File: src/rtl/vu_pkg.sv
// Shared VU meter definitions: FSM states, default sample width and the
// saturating subtract that the renderer's scale logic also uses.
package vu_pkg;

  localparam int VU_DATA_W = 8;
  localparam int VU_SAT_W  = 32;

  typedef enum logic [1:0] {
    IDLE    = 2'd0,
    CALC    = 2'd1,
    PUBLISH = 2'd2
  } vu_state_e;

  // a - b clamped at zero; the extra top bit of the difference is the borrow.
  function automatic logic [VU_SAT_W-1:0] vu_sat_sub(input logic [VU_SAT_W-1:0] a,
                                                     input logic [VU_SAT_W-1:0] b);
    logic [VU_SAT_W:0] diff;
    diff = {1'b0, a} - {1'b0, b};
    return diff[VU_SAT_W] ? '0 : diff[VU_SAT_W-1:0];
  endfunction

endpackage

File: src/rtl/vu_peak_hold.sv
// Peak-hold marker: holds a new maximum for HOLD_FRAMES frames, then decays
// linearly, never dropping below the level. Present only with VU_PEAK_HOLD_EN.
`ifdef VU_PEAK_HOLD_EN
module vu_peak_hold
  import vu_pkg::*;
#(
  parameter int DATA_W      = VU_DATA_W,
  parameter int PEAK_DECAY  = 2,
  parameter int HOLD_FRAMES = 30
) (
  input  logic              clock,
  input  logic              reset,
  input  logic              calc,
  input  logic [DATA_W-1:0] level_n,
  output logic [DATA_W-1:0] peak_n
);
  localparam int HOLD_W = $clog2(HOLD_FRAMES + 1);

  logic [HOLD_W-1:0] hold_q, hold_d;
  logic [DATA_W-1:0] peak_q, peak_d, released;

  always_comb begin
    hold_d   = hold_q;
    peak_d   = peak_q;
    released = DATA_W'(vu_sat_sub(VU_SAT_W'(peak_q), VU_SAT_W'(PEAK_DECAY)));
    if (calc) begin
      if (level_n >= peak_q) begin
        peak_d = level_n;
        hold_d = HOLD_W'(HOLD_FRAMES);
      end else if (hold_q != '0) begin
        hold_d = hold_q - HOLD_W'(1);
      end else begin
        peak_d = (released < level_n) ? level_n : released;
      end
    end
  end

  always_ff @(posedge clock or negedge reset) begin
    if (!reset) begin
      hold_q <= '0;
      peak_q <= '0;
    end else begin
      hold_q <= hold_d;
      peak_q <= peak_d;
    end
  end

  assign peak_n = peak_q;

endmodule
`endif

File: src/rtl/vu_level_ctrl.sv
// VU level/peak controller: per-frame max capture, ballistic level and a
// published peak marker. VU_PEAK_HOLD_EN enables the peak-hold logic.
module vu_level_ctrl
  import vu_pkg::*;
#(
  parameter int DATA_W      = VU_DATA_W,
  parameter int DECAY_STEP  = 4,
  parameter int PEAK_DECAY  = 2,
  parameter int HOLD_FRAMES = 30
) (
  input  logic              clock,
  input  logic              reset,
  input  logic              enable,
  input  logic [DATA_W-1:0] data_in,
  input  logic              load,
  input  logic              error,
  input  logic              frame_start,
  output logic [DATA_W-1:0] level,
  output logic [DATA_W-1:0] peak,
  output logic              level_valid,
  output logic              frame_overrun
);
  vu_state_e state_q, state_d;
  logic pending_q, pending_d;
  logic [DATA_W-1:0] frame_max_q, frame_max_d;
  logic [DATA_W-1:0] level_n_q, level_n_d;
  logic [DATA_W-1:0] level_q, level_d;
  logic [DATA_W-1:0] decayed, level_n;
  logic valid_q, valid_d, overrun_q, overrun_d;
  logic capture, calc;

  assign capture = load && !error && enable;
  assign calc    = (state_q == CALC);

  always_ff @(posedge clock or negedge reset) begin
    if (!reset) state_q <= IDLE;
    else        state_q <= state_d;
  end

  always_comb begin
    state_d = state_q;
    case (state_q)
      IDLE:    if (frame_start && enable) state_d = CALC;
      CALC:    state_d = PUBLISH;
      PUBLISH: state_d = IDLE;
      default: state_d = IDLE;
    endcase
  end

  always_comb begin
    decayed     = DATA_W'(vu_sat_sub(VU_SAT_W'(level_q), VU_SAT_W'(DECAY_STEP)));
    level_n     = (pending_q && frame_max_q > decayed) ? frame_max_q : decayed;
    pending_d   = pending_q;
    frame_max_d = frame_max_q;
    // A load landing on the CALC cycle opens the next frame's max.
    if (calc) begin
      pending_d = capture;
      if (capture) frame_max_d = data_in;
    end else if (capture) begin
      pending_d   = 1'b1;
      frame_max_d = (pending_q && frame_max_q > data_in) ? frame_max_q : data_in;
    end
    level_n_d = calc ? level_n : level_n_q;
    overrun_d = overrun_q | (frame_start && state_q != IDLE);
  end

  always_comb begin
    valid_d = (state_q == PUBLISH);
    level_d = valid_d ? level_n_q : level_q;
  end

  always_ff @(posedge clock or negedge reset) begin
    if (!reset) begin
      pending_q   <= 1'b0;
      frame_max_q <= '0;
      level_n_q   <= '0;
      level_q     <= '0;
      valid_q     <= 1'b0;
      overrun_q   <= 1'b0;
    end else begin
      pending_q   <= pending_d;
      frame_max_q <= frame_max_d;
      level_n_q   <= level_n_d;
      level_q     <= level_d;
      valid_q     <= valid_d;
      overrun_q   <= overrun_d;
    end
  end

`ifdef VU_PEAK_HOLD_EN
  logic [DATA_W-1:0] peak_n, peak_q, peak_d;

  vu_peak_hold #(
    .DATA_W     (DATA_W),
    .PEAK_DECAY (PEAK_DECAY),
    .HOLD_FRAMES(HOLD_FRAMES)
  ) u_peak_hold (
    .clock  (clock),
    .reset  (reset),
    .calc   (calc),
    .level_n(level_n),
    .peak_n (peak_n)
  );

  assign peak_d = valid_d ? peak_n : peak_q;

  always_ff @(posedge clock or negedge reset) begin
    if (!reset) peak_q <= '0;
    else        peak_q <= peak_d;
  end

  assign peak = peak_q;
`else
  // Without hold logic the marker simply tracks the level.
  logic unused_cfg;
  assign unused_cfg = ^{HOLD_FRAMES, PEAK_DECAY};
  assign peak       = level_q;
`endif

  assign level         = level_q;
  assign level_valid   = valid_q;
  assign frame_overrun = overrun_q;

endmodule

File: config.mk
export PLATFORM = sky130hd
export DESIGN_NAME = vu_level_ctrl
export DESIGN_NICKNAME = d
export VERILOG_FILES = /design/src/rtl/vu_pkg.sv /design/src/rtl/vu_peak_hold.sv /design/src/rtl/vu_level_ctrl.sv
export SDC_FILE = /design/constraint.sdc
export NUM_CORES = 1
export LEC_CHECK = 0
export ABC_AREA = 1
export CELL_PAD_IN_SITES_DETAIL_PLACEMENT = 0
export CELL_PAD_IN_SITES_GLOBAL_PLACEMENT = 2
export CORE_ASPECT_RATIO = 0.7
export CORE_MARGIN = 10
export CORE_UTILIZATION = 28
export DETAILED_ROUTE_END_ITERATION = 12
export GPL_TIMING_DRIVEN = 1
export PLACE_DENSITY = 0.84
export SLEW_MARGIN = 10
export SYNTH_ARGS = -nofsm -noshare
export SYNTH_HDL_FRONTEND = slang
export SYNTH_SLANG_ARGS = --single-unit
File: constraint.sdc
create_clock -name clock -period 2.1 [get_ports clock]
set_input_delay 0.63 -clock clock [delete_from_list [all_inputs] [get_ports clock]]
set_output_delay 0.63 -clock clock [all_outputs]
set_load 0.03 [all_outputs]
After elaboration in Yosys (flattened, before gate mapping)
Index checks and enable logic that the tools add are counted.
Widths: inputs -> output; s select.
{ "totals": {"reg_bits": 29, "wordCells": 36} }
{ "op_classes": {"addsub": 1, "order_cmp": 2, "eq_ne": 4, "n_mux": 10, "bitwise": 1, "n_reduce_logical": 11} }
{ "ops": {"columns": ["operator", "n"], "rows": [
  ["$mux 8", 6],
  ["$gt 8x8->1", 2],
  ["$sub 8x3->9 const B", 1],
  ["$logic_and 1x1->1", 6],
  ["$ne 2x2->1 const B", 2],
  ["$pmux 2 s2", 1],
  ["$reduce_bool 2->1", 2],
  ["$eq 2x1->1 const B", 1],
  ["$eq 2x2->1 const B", 1],
  ["$logic_not 2->1", 1],
  ["$mux 1", 2],
  ["$mux 2", 1],
  ["$reduce_and 2->1", 1],
  ["$logic_not 1->1", 1],
  ["$or 1x1->1", 1]
]} }

Logic depth before layout (Yosys ltp)
Gate-level depths: netlist of the first run.
{ "depth": {"depth_word": 5, "ltp_mapped": 19, "depth_no_buf": 19} }

Least setup slack after synthesis of the first run
Ideal clock, no wire load.
{ "synth_path": {"kind": "reg2reg", "startpoint": "register level_q[2] (netlist: level[2])", "endpoint": "register level_n_q[7]", "setup_ns": 0.118, "t_arrival_ns": 2.133, "required_time_ns": 1.982, "slack_ns": -0.150, "path_stages_with_launch": 15, "cell_sequence": "dfrtp_1 > inv_2 > ha_1 > nand2_2 > nor2_4 > o21ai_1 > o21ai_1 > ha_1 > a21o_1 > nor2_2 > nand2_4 > nand2_4 > nand2_1 > nand3_1 > nand2_1"} }
{ "synth_between": {"elab_chain_cells": 5} }
{ "synth_lines": {"columns": ["item", "line_no", "rtl"], "rows": [
  ["start: declaration", "vu_level_ctrl.sv:27", "logic [DATA_W-1:0] level_q, level_d;"],
  ["start signal: assignment", "vu_level_ctrl.sv:84", "level_q <= level_d;"],
  ["$sub 8x3->9 (*)", "vu_pkg.sv:18", "diff = {1'b0, a} - {1'b0, b};"],
  ["$mux 8 (*)", "vu_pkg.sv:19", "return diff[VU_SAT_W] ? '0 : diff[VU_SAT_W-1:0];"],
  ["$gt 8x8->1", "vu_level_ctrl.sv:52", "level_n = (pending_q && frame_max_q > decayed) ? frame_max_q : decayed;"],
  ["$logic_and 1x1->1", "vu_level_ctrl.sv:52", null],
  ["$mux 8 (*)", "vu_level_ctrl.sv:52", null],
  ["end signal: assignment", "vu_level_ctrl.sv:83", "level_n_q <= level_n_d;"],
  ["end: declaration", "vu_level_ctrl.sv:26", "logic [DATA_W-1:0] level_n_q, level_n_d;"]
]} }
Every way passes the cells marked *; elsewhere a longest branch is shown, timed or not.
A chain may end at the register's enable or synchronous reset.

Worst setup path in the final report of the first run
{ "layout_path": {"startpoint": "register level_q[2] (netlist: level[2])", "endpoint": "register level_n_q[0]"} }
The elaborated chain is that of the path after synthesis.

==> run metrics, run 1 <==
result of the run finished with violations; violated checks negative setup slack; H-tree depth 2; post-detailed-route count of antenna-violating nets 0; first-pass GRT wire length about 8000 um; CTS Buf Count 5; tightest slew margin relative to the limit between 60% and 70%; dpl hpwl about 3400 um; DIE AREA 10,300 um2; number of nets produced by synthesis 264; number of enable flip-flop cells after synthesis 0; die width 117 um; fraction of registers with async set/reset 100%; total routing resource utilization after global routing under 10%; initial antenna violation count 0; Max Fclk 450 MHz; worst reg-to-reg path cell count 14; post-synthesis instance area between 1500 and 2000 um2; Setup Viol. Count Final 8; CP Data Arrival Time 2.38 ns; share of post-route cells with drive strength above 1 about a third; vias in the first global route approximately 1.6k; max cap viols 0; via count between 1.5k and 2k; Hold Crit Endpoint level[1]; Finished Cell Area 2790 um2; total clock sinks 29; final slew viol count 0; endpoint kind of the worst setup timing path flop; clock tree from TritonCTS built; Syn Inst Count 233; tightest hold margin 0.474 ns; final routed wire length divided by cell count 12.2 um; first-pass iteration count of the detailed router 4; Least-Margin Pin Slew 0.579 ns; accumulated negative setup slack -0.869 ns; antenna diode instance count 0; library cell used as clock root buffer sky130_fd_sc_hd__clkbuf_8; Worst-Skew Late Latency 0.27 ns; maximum buffer depth of the clock tree 2; starting density of the core between 20 and 30%; Die H around 88 um; core area 6340 um2; total I/O pin count 32; synthesis-to-finish area growth 50.0%; Critical Path Fanout Max 8; count of state elements after synthesis 29; launch point of the worst hold path level_n_q[1]; post-route setup slack -0.124 ns; number of hold violations in the final report 0; Finished Layout Cells 380; placed cell area 2370 um2; post-detailed-routing wire length between 4000 and 5000 um; post-route minimum period around 2.2 ns; Crit Reg-Reg Startpoint level[2]; Synth Flop Type sky130_fd_sc_hd__dfrtp_1; DRC 0; GPL Wtd Cong 0.749; register-to-register path setup slack -0.12 ns; average vias per placed instance 4.28; Hold Path Depth 2; share of the clock period used by the worst path 106%; synthesized area per cell 7.97 um2; required time of the worst setup path 2.26 ns; post-synth cell types 24; Setup CP Type flop to flop; unrepaired setup endpoints after global routing yes; count of synthesis-stage warnings from yosys 0; core utilization of the finished layout 44.0%; worst hold-check path type flop to flop; power density of the placed cells 1560 nW/um2; Port Buf Inserts 31; static power due to leakage ~1.5 nW; Final Net Count 319; worst r2r dst level_n_q[0]; row count 24; aggregate global routing overflow 0; Fin Clk Skew 0.00370 ns; Inst Count DP roughly 360; Worst VDD drop ~0.57 mV; sequential cell area fraction in the yosys report between 30% and 40%; Reg clk slew, reported paths 0.06 ns; Worst setup SP type flop; pin count of the biggest net entering global routing 30; drt initial violations 84
==> power by group <==
part	internal (mW)	total (mW)	switching, mW
clock	0.235	0.438	0.203
sequential	0.744	0.907	0.163
combinational	1.30	2.99	1.69
total	2.28	4.34	2.06
==> metrics by stage <==
step                total power [mW]  setup WS (ns)
floorplan                       2.57        0.00203
global placement                3.17         -0.250
detailed placement              3.20         -0.277
CTS                             4.12        -0.0674
global route                    4.75         -0.274
finish                          4.34         -0.124
==> cell usage after synthesis (2+ instances only) <==
master                     number  area share (%)
sky130_fd_sc_hd__nand2_1       72              15
sky130_fd_sc_hd__dfrtp_1       29              39
sky130_fd_sc_hd__nand3_1       26             7.0
sky130_fd_sc_hd__inv_1         24             4.8
sky130_fd_sc_hd__ha_1          17              11
sky130_fd_sc_hd__buf_4          8             3.2
sky130_fd_sc_hd__inv_2          7             1.4
sky130_fd_sc_hd__nor2_1         7             1.4
sky130_fd_sc_hd__a21oi_1        6             1.6
sky130_fd_sc_hd__nand2_4        6             3.6
sky130_fd_sc_hd__o21ai_0        6             1.6
sky130_fd_sc_hd__o21ai_1        5             1.3
sky130_fd_sc_hd__nand2_2        4             1.3
sky130_fd_sc_hd__nor2_2         4             1.3
sky130_fd_sc_hd__nor2_4         2             1.2
sky130_fd_sc_hd__o21bai_1       2            0.81
==> critical path, cell delays in order (launching register included) <==
cell and delay, ns:
sky130_fd_sc_hd__dfrtp_2 0.42, sky130_fd_sc_hd__inv_4 0.08, sky130_fd_sc_hd__buf_4 0.11, sky130_fd_sc_hd__nand3_2 0.09, sky130_fd_sc_hd__nor2_2 0.16, sky130_fd_sc_hd__o21ai_1 0.10
sky130_fd_sc_hd__o21ai_2 0.09, sky130_fd_sc_hd__ha_1 0.28, sky130_fd_sc_hd__a21o_1 0.20, sky130_fd_sc_hd__nor2_2 0.16, sky130_fd_sc_hd__nand2_4 0.13, sky130_fd_sc_hd__nand2_8 0.13
sky130_fd_sc_hd__nand2_1 0.06, sky130_fd_sc_hd__nand3_1 0.07, sky130_fd_sc_hd__nand2_1 0.06
==> cell families after synthesis <==
kind of cell,after synthesis,synth area share [%]
buf+inv,41,9.97
compound gates,23,8.35
fa+ha+maj,17,11.4
flops,29,39.1
simple gates,123,31.2
==> final cells by class <==
cell class                      count  area, um2
Fill cell                         637       3550
Multi-Input combinational cell    163       1180
Sequential cell                    29        728
Timing Repair Buffer               57        561
Inverter                           32        123
Tap cell                           91        114
Clock buffer                        8       80.1
==> sequential cells by signal, summed over array words and instances (netlist names) <==
register,count
level_valid,1
frame_overrun,1
state_q,2
frame_max_q,8
pending_q,1
level_n_q,8
level,8
==> layer usage <==
metal | global-route usage (%) | share of wire [%] | vias to the layer above
li1 | - | - | 848
met1 | 12.8 | 53 | 751
met2 | 13.6 | 42 | 27
met3 | 3.21 | 4.8 | 0
met4 | 2.04 | 0 | 0
met5 | 0 | 0 | -
==> cell usage in the layout, fill, tap and decap left out, types with 2 or more instances in the layout <==
cell type	n
sky130_fd_sc_hd__nand2_8	2
sky130_fd_sc_hd__inv_1	21
sky130_fd_sc_hd__dfrtp_2	2
sky130_fd_sc_hd__ha_4	6
sky130_fd_sc_hd__nor2_4	4
sky130_fd_sc_hd__clkbuf_8	5
sky130_fd_sc_hd__dfrtp_1	27
sky130_fd_sc_hd__ha_1	11
sky130_fd_sc_hd__nand2_1	57
sky130_fd_sc_hd__buf_12	2
sky130_fd_sc_hd__inv_2	9
sky130_fd_sc_hd__nor2_2	5
sky130_fd_sc_hd__clkdlybuf4s50_1	19
sky130_fd_sc_hd__a21oi_2	3
sky130_fd_sc_hd__nand2_4	7
sky130_fd_sc_hd__nand2_2	16
sky130_fd_sc_hd__o21ai_2	3
sky130_fd_sc_hd__a21oi_1	3
sky130_fd_sc_hd__nand3_2	5
sky130_fd_sc_hd__dlymetal6s2s_1	12
sky130_fd_sc_hd__o21ai_1	2
sky130_fd_sc_hd__nand3_1	20
sky130_fd_sc_hd__buf_4	24
sky130_fd_sc_hd__nor2_1	4
sky130_fd_sc_hd__o21ai_0	6
sky130_fd_sc_hd__clkbuf_1	3
==> worst max path at each step <==
stage	from	endpoint	slack (ns)	depth (start not counted)
5_1_grt	level[2]	level_n_q[5]	-0.27	17
3_3_place_gp	data_in[7]	frame_max_q[7]	-0.25	10
2_1_floorplan	level[2]	level_n_q[0]	0.002	13
3_5_place_dp	data_in[7]	frame_max_q[7]	-0.28	10
6_report	level[2]	level_n_q[0]	-0.12	14
4_1_cts	level[2]	level_n_q[0]	-0.07	14
==> repair_timing <==
item,CTS,global route
endpoints found under the setup margin,8,19
pin swaps,15,17
resized for setup,20,37
setup buffers,6,3
hold buffers,0,0
Note: power is estimated with default switching activity, not from simulation.
==> run 2, diff against run 1 <==
GPL_ROUTABILITY_DRIVEN = 0   (was not set)
GPL_TIMING_DRIVEN = not set   (was 1)
==> results of run 2 <==
Final layout, timing and power as in run 1 (identical DEF).
